**src/rtl/color_encode.sv**
```systemverilog
// color_encode: RGB565 pixel to nearest 5-bit palette code.
// Walks the 19-entry palette one entry per cycle, keeps the minimum.
module color_encode #(
  parameter int EXACT_EXIT = 1,
  parameter int RB_SHIFT   = 2
) (
  input  logic        clk,
  input  logic        reset,
  input  logic        in_valid,
  output logic        in_ready,
  input  logic [15:0] in_rgb,
  output logic        out_valid,
  input  logic        out_ready,
  output logic [4:0]  out_code,
  output logic        out_exact
);

  localparam int DMAX = 2 * ((31 * 31) << RB_SHIFT) + 63 * 63;
  localparam int DW   = $clog2(DMAX + 1);
  localparam logic [4:0] LAST = 5'd18;

  typedef enum logic [1:0] {
    S_IDLE,
    S_SEARCH,
    S_DONE
  } state_t;

  state_t r_state;
  state_t w_next;

  logic [15:0]   r_rgb;
  logic [4:0]    r_idx;
  logic [DW-1:0] r_best_dist;
  logic [4:0]    r_best_code;
  logic          r_out_valid;
  logic [4:0]    r_out_code;
  logic          r_out_exact;

  logic [15:0]   w_pal;
  logic [4:0]    w_code;
  logic [4:0]    w_dr;
  logic [5:0]    w_dg;
  logic [4:0]    w_db;
  logic [9:0]    w_dr2;
  logic [11:0]   w_dg2;
  logic [9:0]    w_db2;
  logic [DW-1:0] w_dist;
  logic          w_less;
  logic          w_hit;
  logic          w_last;
  logic          w_exit;

  function automatic logic [15:0] pal_rgb(input logic [4:0] i);
    logic [15:0] v;
    case (i)
      5'd0:    v = 16'h0000;
      5'd1:    v = 16'hf800;
      5'd2:    v = 16'h07e0;
      5'd3:    v = 16'h001f;
      5'd4:    v = 16'h000f;
      5'd5:    v = 16'h03e0;
      5'd6:    v = 16'h03ef;
      5'd7:    v = 16'h7800;
      5'd8:    v = 16'h780f;
      5'd9:    v = 16'h7be0;
      5'd10:   v = 16'hc618;
      5'd11:   v = 16'h7bef;
      5'd12:   v = 16'h07ff;
      5'd13:   v = 16'hf81f;
      5'd14:   v = 16'hffe0;
      5'd15:   v = 16'hfd20;
      5'd16:   v = 16'hf81f;
      5'd17:   v = 16'hafe5;
      default: v = 16'hffff;
    endcase
    return v;
  endfunction

  assign w_pal  = pal_rgb(r_idx);
  assign w_code = (r_idx == LAST) ? 5'h1f : r_idx;

  assign w_dr = (r_rgb[15:11] >= w_pal[15:11]) ?
                (r_rgb[15:11] - w_pal[15:11]) :
                (w_pal[15:11] - r_rgb[15:11]);
  assign w_dg = (r_rgb[10:5] >= w_pal[10:5]) ?
                (r_rgb[10:5] - w_pal[10:5]) :
                (w_pal[10:5] - r_rgb[10:5]);
  assign w_db = (r_rgb[4:0] >= w_pal[4:0]) ?
                (r_rgb[4:0] - w_pal[4:0]) :
                (w_pal[4:0] - r_rgb[4:0]);

  assign w_dr2 = {5'd0, w_dr} * {5'd0, w_dr};
  assign w_dg2 = {6'd0, w_dg} * {6'd0, w_dg};
  assign w_db2 = {5'd0, w_db} * {5'd0, w_db};

  assign w_dist = (DW'(w_dr2) << RB_SHIFT) +
                  DW'(w_dg2) +
                  (DW'(w_db2) << RB_SHIFT);

  // strict compare keeps the lowest position on a tie
  assign w_less = (w_dist < r_best_dist);
  assign w_hit  = (EXACT_EXIT != 0) && (w_dist == '0);
  assign w_last = (r_idx == LAST);
  assign w_exit = w_last || w_hit;

  // state register
  always_ff @(posedge clk) begin
    if (reset) r_state <= S_IDLE;
    else       r_state <= w_next;
  end

  // next-state decode
  always_comb begin
    w_next = r_state;
    case (r_state)
      S_IDLE:   if (in_valid) w_next = S_SEARCH;
      S_SEARCH: if (w_exit) w_next = S_DONE;
      S_DONE:   if (out_ready) w_next = S_IDLE;
      default:  w_next = S_IDLE;
    endcase
  end

  // search datapath and registered result
  always_ff @(posedge clk) begin
    if (reset) begin
      r_rgb       <= '0;
      r_idx       <= '0;
      r_best_dist <= '1;
      r_best_code <= '0;
      r_out_valid <= 1'b0;
      r_out_code  <= '0;
      r_out_exact <= 1'b0;
    end else begin
      case (r_state)
        S_IDLE: begin
          if (in_valid) begin
            r_rgb       <= in_rgb;
            r_idx       <= '0;
            r_best_dist <= '1;
            r_best_code <= '0;
          end
        end
        S_SEARCH: begin
          if (w_less) begin
            r_best_dist <= w_dist;
            r_best_code <= w_code;
          end
          if (w_exit) begin
            r_out_valid <= 1'b1;
            r_out_code  <= w_less ? w_code : r_best_code;
            r_out_exact <= w_less ? (w_dist == '0) :
                                    (r_best_dist == '0);
          end else begin
            r_idx <= r_idx + 5'd1;
          end
        end
        S_DONE: begin
          if (out_ready) r_out_valid <= 1'b0;
        end
        default: ;
      endcase
    end
  end

  assign in_ready  = (r_state == S_IDLE);
  assign out_valid = r_out_valid;
  assign out_code  = r_out_code;
  assign out_exact = r_out_exact;

endmodule
```
**config.mk**
```make
export PLATFORM = sky130hd
export DESIGN_NAME = color_encode
export DESIGN_NICKNAME = d
export VERILOG_FILES = /design/src/rtl/color_encode.sv
export SDC_FILE = /design/constraint.sdc
export NUM_CORES = 1
export LEC_CHECK = 0
export BUFFER_PORTS_ARGS = -buffer_cell sky130_fd_sc_hd__buf_2
export CORE_UTILIZATION = 40
export DETAILED_ROUTE_END_ITERATION = 12
export PLACE_DENSITY = 0.53
export SETUP_SLACK_MARGIN = 0.05
export SLEW_MARGIN = 20
export SYNTH_ARGS = -nofsm -noshare
export SYNTH_HDL_FRONTEND = slang
export SYNTH_SLANG_ARGS = --single-unit
```
**constraint.sdc**
```tcl
create_clock -name clk -period 14.6 [get_ports clk]
set_clock_uncertainty 0.05 [all_clocks]
set_input_delay 2.92 -clock clk [delete_from_list [all_inputs] [get_ports clk]]
set_output_delay 2.92 -clock clk [all_outputs]
set_load 0.01 [all_outputs]
```
==> flow_summary.ini, run 1 <==
[job]
maxCapViolations = 0

[layout]
antennaDiodeCount = 0
fin_area_mm2 = 0.00747
nets = 999
area_growth_pct = 10.3
postLayoutCoreUtil = 0.450
final_layout_size_suffix_gt1_frac = 0.105
fillers = 1689

[setup_path]
cp_max_fo = 9
cpMostUsedCell = ha_1
max_stage_delay_ps = 530
required_ps = 14760
endpoint_kind = flip-flop
critPathSlowestCell = fa_1
start_kind = flip-flop
arrival_ps = 10590
r2r_cells = 40
crit_type = flip-flop to flip-flop

[timing]
finalWorstSetupSlack_ps = 4180
period_needed_ps = 10420
tightest_slew_ps = 945
fin_crit_sh = 0.714
fin_hold_ws_ps = 402
setup_viol = 0
slew_headroom = 0.370
tns_ps = 0
slew_viol_final = 0
max_freq_mhz = 95.9
rsz0062_at_grt = no
final-hold-violation-count = 0

[logic_synthesis]
yosysSeqAreaShare = 0.180
synth_top_area_frac = 0.180
synth.net_count = 980
synthesis.instances = 831
synth_seq_cells = 61
synth_area_mm2 = 0.00677
yosys_warnings = 0
synth.most_common_cell = inv_1
synth.area.top_cells = dfxtp_1, ha_1, fa_1
synth_cell_types = 83
ys.flop_type = dfxtp_1
synth_edf_count = 0
avgSynthCellArea_um2 = 8.15
yosysTopAreaCell = dfxtp_1
ys_async_sr_fraction = 0
synth_common_cells = inv_1, ha_1, nor2_1, nand2_1, dfxtp_1

[pwr]
ir_drop_mv = 0.128
powerDensity_mw_per_mm2 = 231
power_leakage_nw = 3.48

[placement]
hpwlAfterDp_um = 12700
gp_congestion = 0.830
portBuffers = 27
place_ws_ps = 4250
placed_area_mm2 = 0.00710

[route]
firstDrtPassIters = 4
vias = 5778
routed_wl_um = 16100
antenna_left = 0
wl_per_cell_um = 15.0
drt_iter0_markers = 302
via_per_inst = 5.37
drc = 0

[clock_network]
cts_tree = done
htreeDepth = 3
ctsResizeCount = 0
cts_root_buf = clkbuf_16
clk_latency_ps = 330
clkTransAtPathRegs_ps = 60
cts_post_setup_buffers_inserted = 0
clockBufferDepth = 2
numClockSinks = 61
cts-buffers-inserted = 9
cts-hold-fix-buffers = 0

[grt]
grt_max_degree = 51
track_usage = 0.194
grt_pass1_vias = 5755
grt_pass1_wl_um = 27700
antenna_found_initial = 0
grt_overflow = 0

[die]
dieWidth_um = 132
rows = 47
fp.coreArea_mm2 = 0.0166
die-area_mm2 = 0.0175
die_h_um = 132
io_pins = 28
initial_core_util = 0.408

[min_path]
hold_path.class = flip-flop to flip-flop
hold_depth = 2

[outcome]
outcome = finished clean
==> layout by cell type (no fill, tap or decap), types with 3 or more instances in the layout <==
master	count
nand4_1	3
o22ai_1	4
buf_4	3
o2111ai_1	4
o21ai_0	23
a21o_1	11
ha_1	96
fa_1	33
buf_2	27
xor2_1	11
mux2_2	4
o21bai_1	18
xnor2_1	20
a211oi_1	20
nor3_1	22
a21oi_1	58
nor4_1	6
or2_2	6
dfxtp_1	61
nand2_1	63
o21a_1	3
bufinv_16	3
inv_1	122
nor2b_1	11
mux2i_1	15
and2_1	5
a21oi_2	3
a31oi_1	4
o21ba_2	5
nand3_1	14
clkbuf_16	9
nor2_1	71
nor3b_1	4
nand2b_1	18
o211ai_1	11
==> worst paths after layout <==
| path | slack (ps) | from | endpoint |
|---|---|---|---|
| worst max register to register | 4180 | r_rgb[0] | w_pal[4] |
| worst min register to register | 400 | out_code[2] | out_code[2] |
| worst min-delay path | 400 | out_code[2] | out_code[2] |
| worst max-delay path | 4180 | r_rgb[0] | w_pal[4] |
==> sequential cells by signal (all words and copies together), names as in the netlist <==
name         count
out_exact        1
r_best_code      5
r_best_dist     14
r_rgb           16
out_code         5
r_idx            5
out_valid        1
r_state          2
w_pal           12
==> worst max-delay path, delay by kind of cell (launching register included) <==
family | cells | cell delay, ps
adders and majority gates | 10 | 3820
AOI/OAI and AO/OA | 14 | 3590
and+or+nand+nor | 9 | 1560
muxes | 1 | 380
DFF | 1 | 350
buffers and inverters | 5 | 330
xor gates and xnor gates | 1 | 200
==> report_power, final <==
group          switching (mW)  leakage (nW)  internal, mW
registers              0.0173         0.496         0.185
logic                   0.759          2.82         0.508
clock network          0.0793         0.172         0.176
==> area by class of cell <==
cell class                 instances  area [um2]  area share
clock buffer                      11         253      0.0338
tap                              220         275      0.0369
timing repair buffer              30         158      0.0211
inverter                         124         472      0.0632
clock inverter                     5         106      0.0142
sequential                        61        1220       0.164
multi-input combinational        624        4980       0.667
==> cell families after synthesis <==
group                    after synthesis  share of synthesized area
adder cells (fa/ha/maj)              129                      0.275
buffers and inverters                146                     0.0850
AND/OR/NAND/NOR                      244                      0.181
multiplexers                          21                     0.0355
XOR/XNOR                              31                     0.0401
AO/OA/AOI/OAI                        199                      0.203
flip-flops                            61                      0.180
==> layer usage <==
| layer | share of wire | vias to the layer above | GRT usage |
|---|---|---|---|
| met1 | 0.49 | 2772 | 0.258 |
| met3 | 0.025 | 18 | 0.0188 |
| li1 | - | 2888 | - |
| met5 | 0 | - | 0 |
| met4 | 0.011 | 0 | 0.0504 |
| met2 | 0.48 | 100 | 0.333 |
==> through the flow <==
stage / instances / power [mW]
floorplan: 831 / 1.18
global placement: 1059 / 1.44
detailed placement: 1059 / 1.47
CTS: 1075 / 1.74
global route: 1075 / 1.91
finish: 1075 / 1.72
No activity file was read; power rests on OpenSTA's default activity.
==> run 2: changes to the inputs <==
- clock period: 14.6 -> 10 ns (I/O delays scaled with it)
==> run 2 against run 1 <==
  * Clock power rose by 14%
  * Fmax increased by 11%
  * Cell count increased by 1.4%
  * Core utilization grew 0.72 points
  * Total power up 49%
  * First-iteration DRC count grew 2.3%
  * Critical path depth is 1 lower
  * Via count shrank 0.43%
  * Die area did not move
  * Critical path type unchanged
  * Largest power group unchanged
  * Highest routed layer unchanged
==> flow_summary.ini, run 2 (synthesis results as in run 1) <==
[pwr]
ir_drop_mv = 0.238
powerDensity_mw_per_mm2 = 338
power_leakage_nw = 3.53

[layout]
nets = 1014
final_layout_size_suffix_gt1_frac = 0.133
largest_reg_flops = 16
final_common_cell = inv_1
regArea_mm2 = 0.00122
area_growth_pct = 12.0
antennaDiodeCount = 0
multi_input_area_mm2 = 0.00507
top_register = r_rgb
final_cell_mix = inv_1, ha_1, nor2_1
fillers = 1671

[die]
fp.coreArea_mm2 = 0.0166
die-area_mm2 = 0.0175
io_pins = 28
dieWidth_um = 132
initial_core_util = 0.408
die_h_um = 132
rows = 47

[timing]
tightest_slew_ps = 973
tns_ps = 0
slew_viol_final = 0
max_freq_mhz = 107
setup_viol = 0
fin_crit_sh = 0.935
final-hold-violation-count = 0
slew_headroom = 0.352
period_needed_ps = 9350
finalWorstSetupSlack_ps = 645
rsz0062_at_grt = no

[grt]
grt_max_degree = 51
antenna_found_initial = 0
grt_pass1_vias = 5646
grt_pass1_wl_um = 27300
grt_overflow = 0
track_usage = 0.192

[setup_path]
start_kind = flip-flop
cp_max_fo = 9
crit_type = flip-flop to flip-flop
endpoint_kind = flip-flop
required_ps = 10150
critPathSlowestCell = fa_1
max_stage_delay_ps = 530
arrival_ps = 9500

[clock_network]
cts_post_setup_buffers_inserted = 0
clockBufferDepth = 2
cts_tree = done
cts_root_buf = clkbuf_16
cts-buffers-inserted = 9
clkTransAtPathRegs_ps = 60
numClockSinks = 61
clk_latency_ps = 340
htreeDepth = 3

[min_path]
hold_path.class = flip-flop to flip-flop

[route]
firstDrtPassIters = 7
routed_wl_um = 16200
via_per_inst = 5.28
drt_iter0_markers = 309
antenna_left = 0
drc = 0
vias = 5753
wl_per_cell_um = 14.9

[placement]
gp_congestion = 0.868
place_ws_ps = 337
hpwlAfterDp_um = 12900
portBuffers = 27

[job]
maxCapViolations = 0

[outcome]
outcome = finished clean
## run 2: critical path, delay by kind of cell, from the launching register on
family	cells	cell delay, ps
mux	1	250
flops	1	360
compound gates	12	2430
buf+inv	6	470
simple gates	7	1100
xor+xnor	3	520
fa+ha+maj	10	4030
## run 2: per-stage QoR
| stage | utilization | instances | area, um2 | total power, mW | hold slack (ps) |
|---|---|---|---|---|---|
| 4_1_cts | 0.452 | 1090 | 7490 | 2.51 | 400 |
| 5_1_grt | 0.458 | 1090 | 7590 | 2.84 | 428 |
| 3_5_place_dp | 0.435 | 1074 | 7210 | 2.20 | 391 |
| 6_report | 0.458 | 1090 | 7590 | 2.57 | 397 |
| 3_3_place_gp | 0.435 | 1074 | 7210 | 2.18 | 388 |
| 2_1_floorplan | - | 831 | 6770 | 1.73 | 391 |
## run 2: repair_timing
item	in CTS	in global routing
hold buffers	0	0
gates resized for setup	0	19
setup endpoints to repair	0	36
## run 2: cell type report
cell class | instances | area share
well taps | 220 | 0.0363
clock buffers | 10 | 0.0302
clock inverters | 6 | 0.00610
flip-flops and latches | 61 | 0.161
inverters | 124 | 0.0622
repair buffers | 45 | 0.0356
multi-input cells | 624 | 0.669
## run 2: final timing paths
check	slack, ps	depth (start not counted)	start	end
max	650	39	r_rgb[0]	w_pal[1]
min	400	2	out_code[2]	out_code[2]
max reg2reg	650	39	r_rgb[0]	w_pal[1]
min reg2reg	400	2	out_code[2]	out_code[2]
## run 2: metal layers
layer  track usage  wire length [um]  up-vias
met5             0                 0        -
met4        0.0446               107        0
met3        0.0235               434        7
li1              -                 -     2922
met2         0.322              7650       90
met1         0.262              8010     2734
## run 2: power breakdown
part	switching, mW	internal (mW)
combinational	1.16	0.821
clock	0.122	0.169
sequential	0.0245	0.270
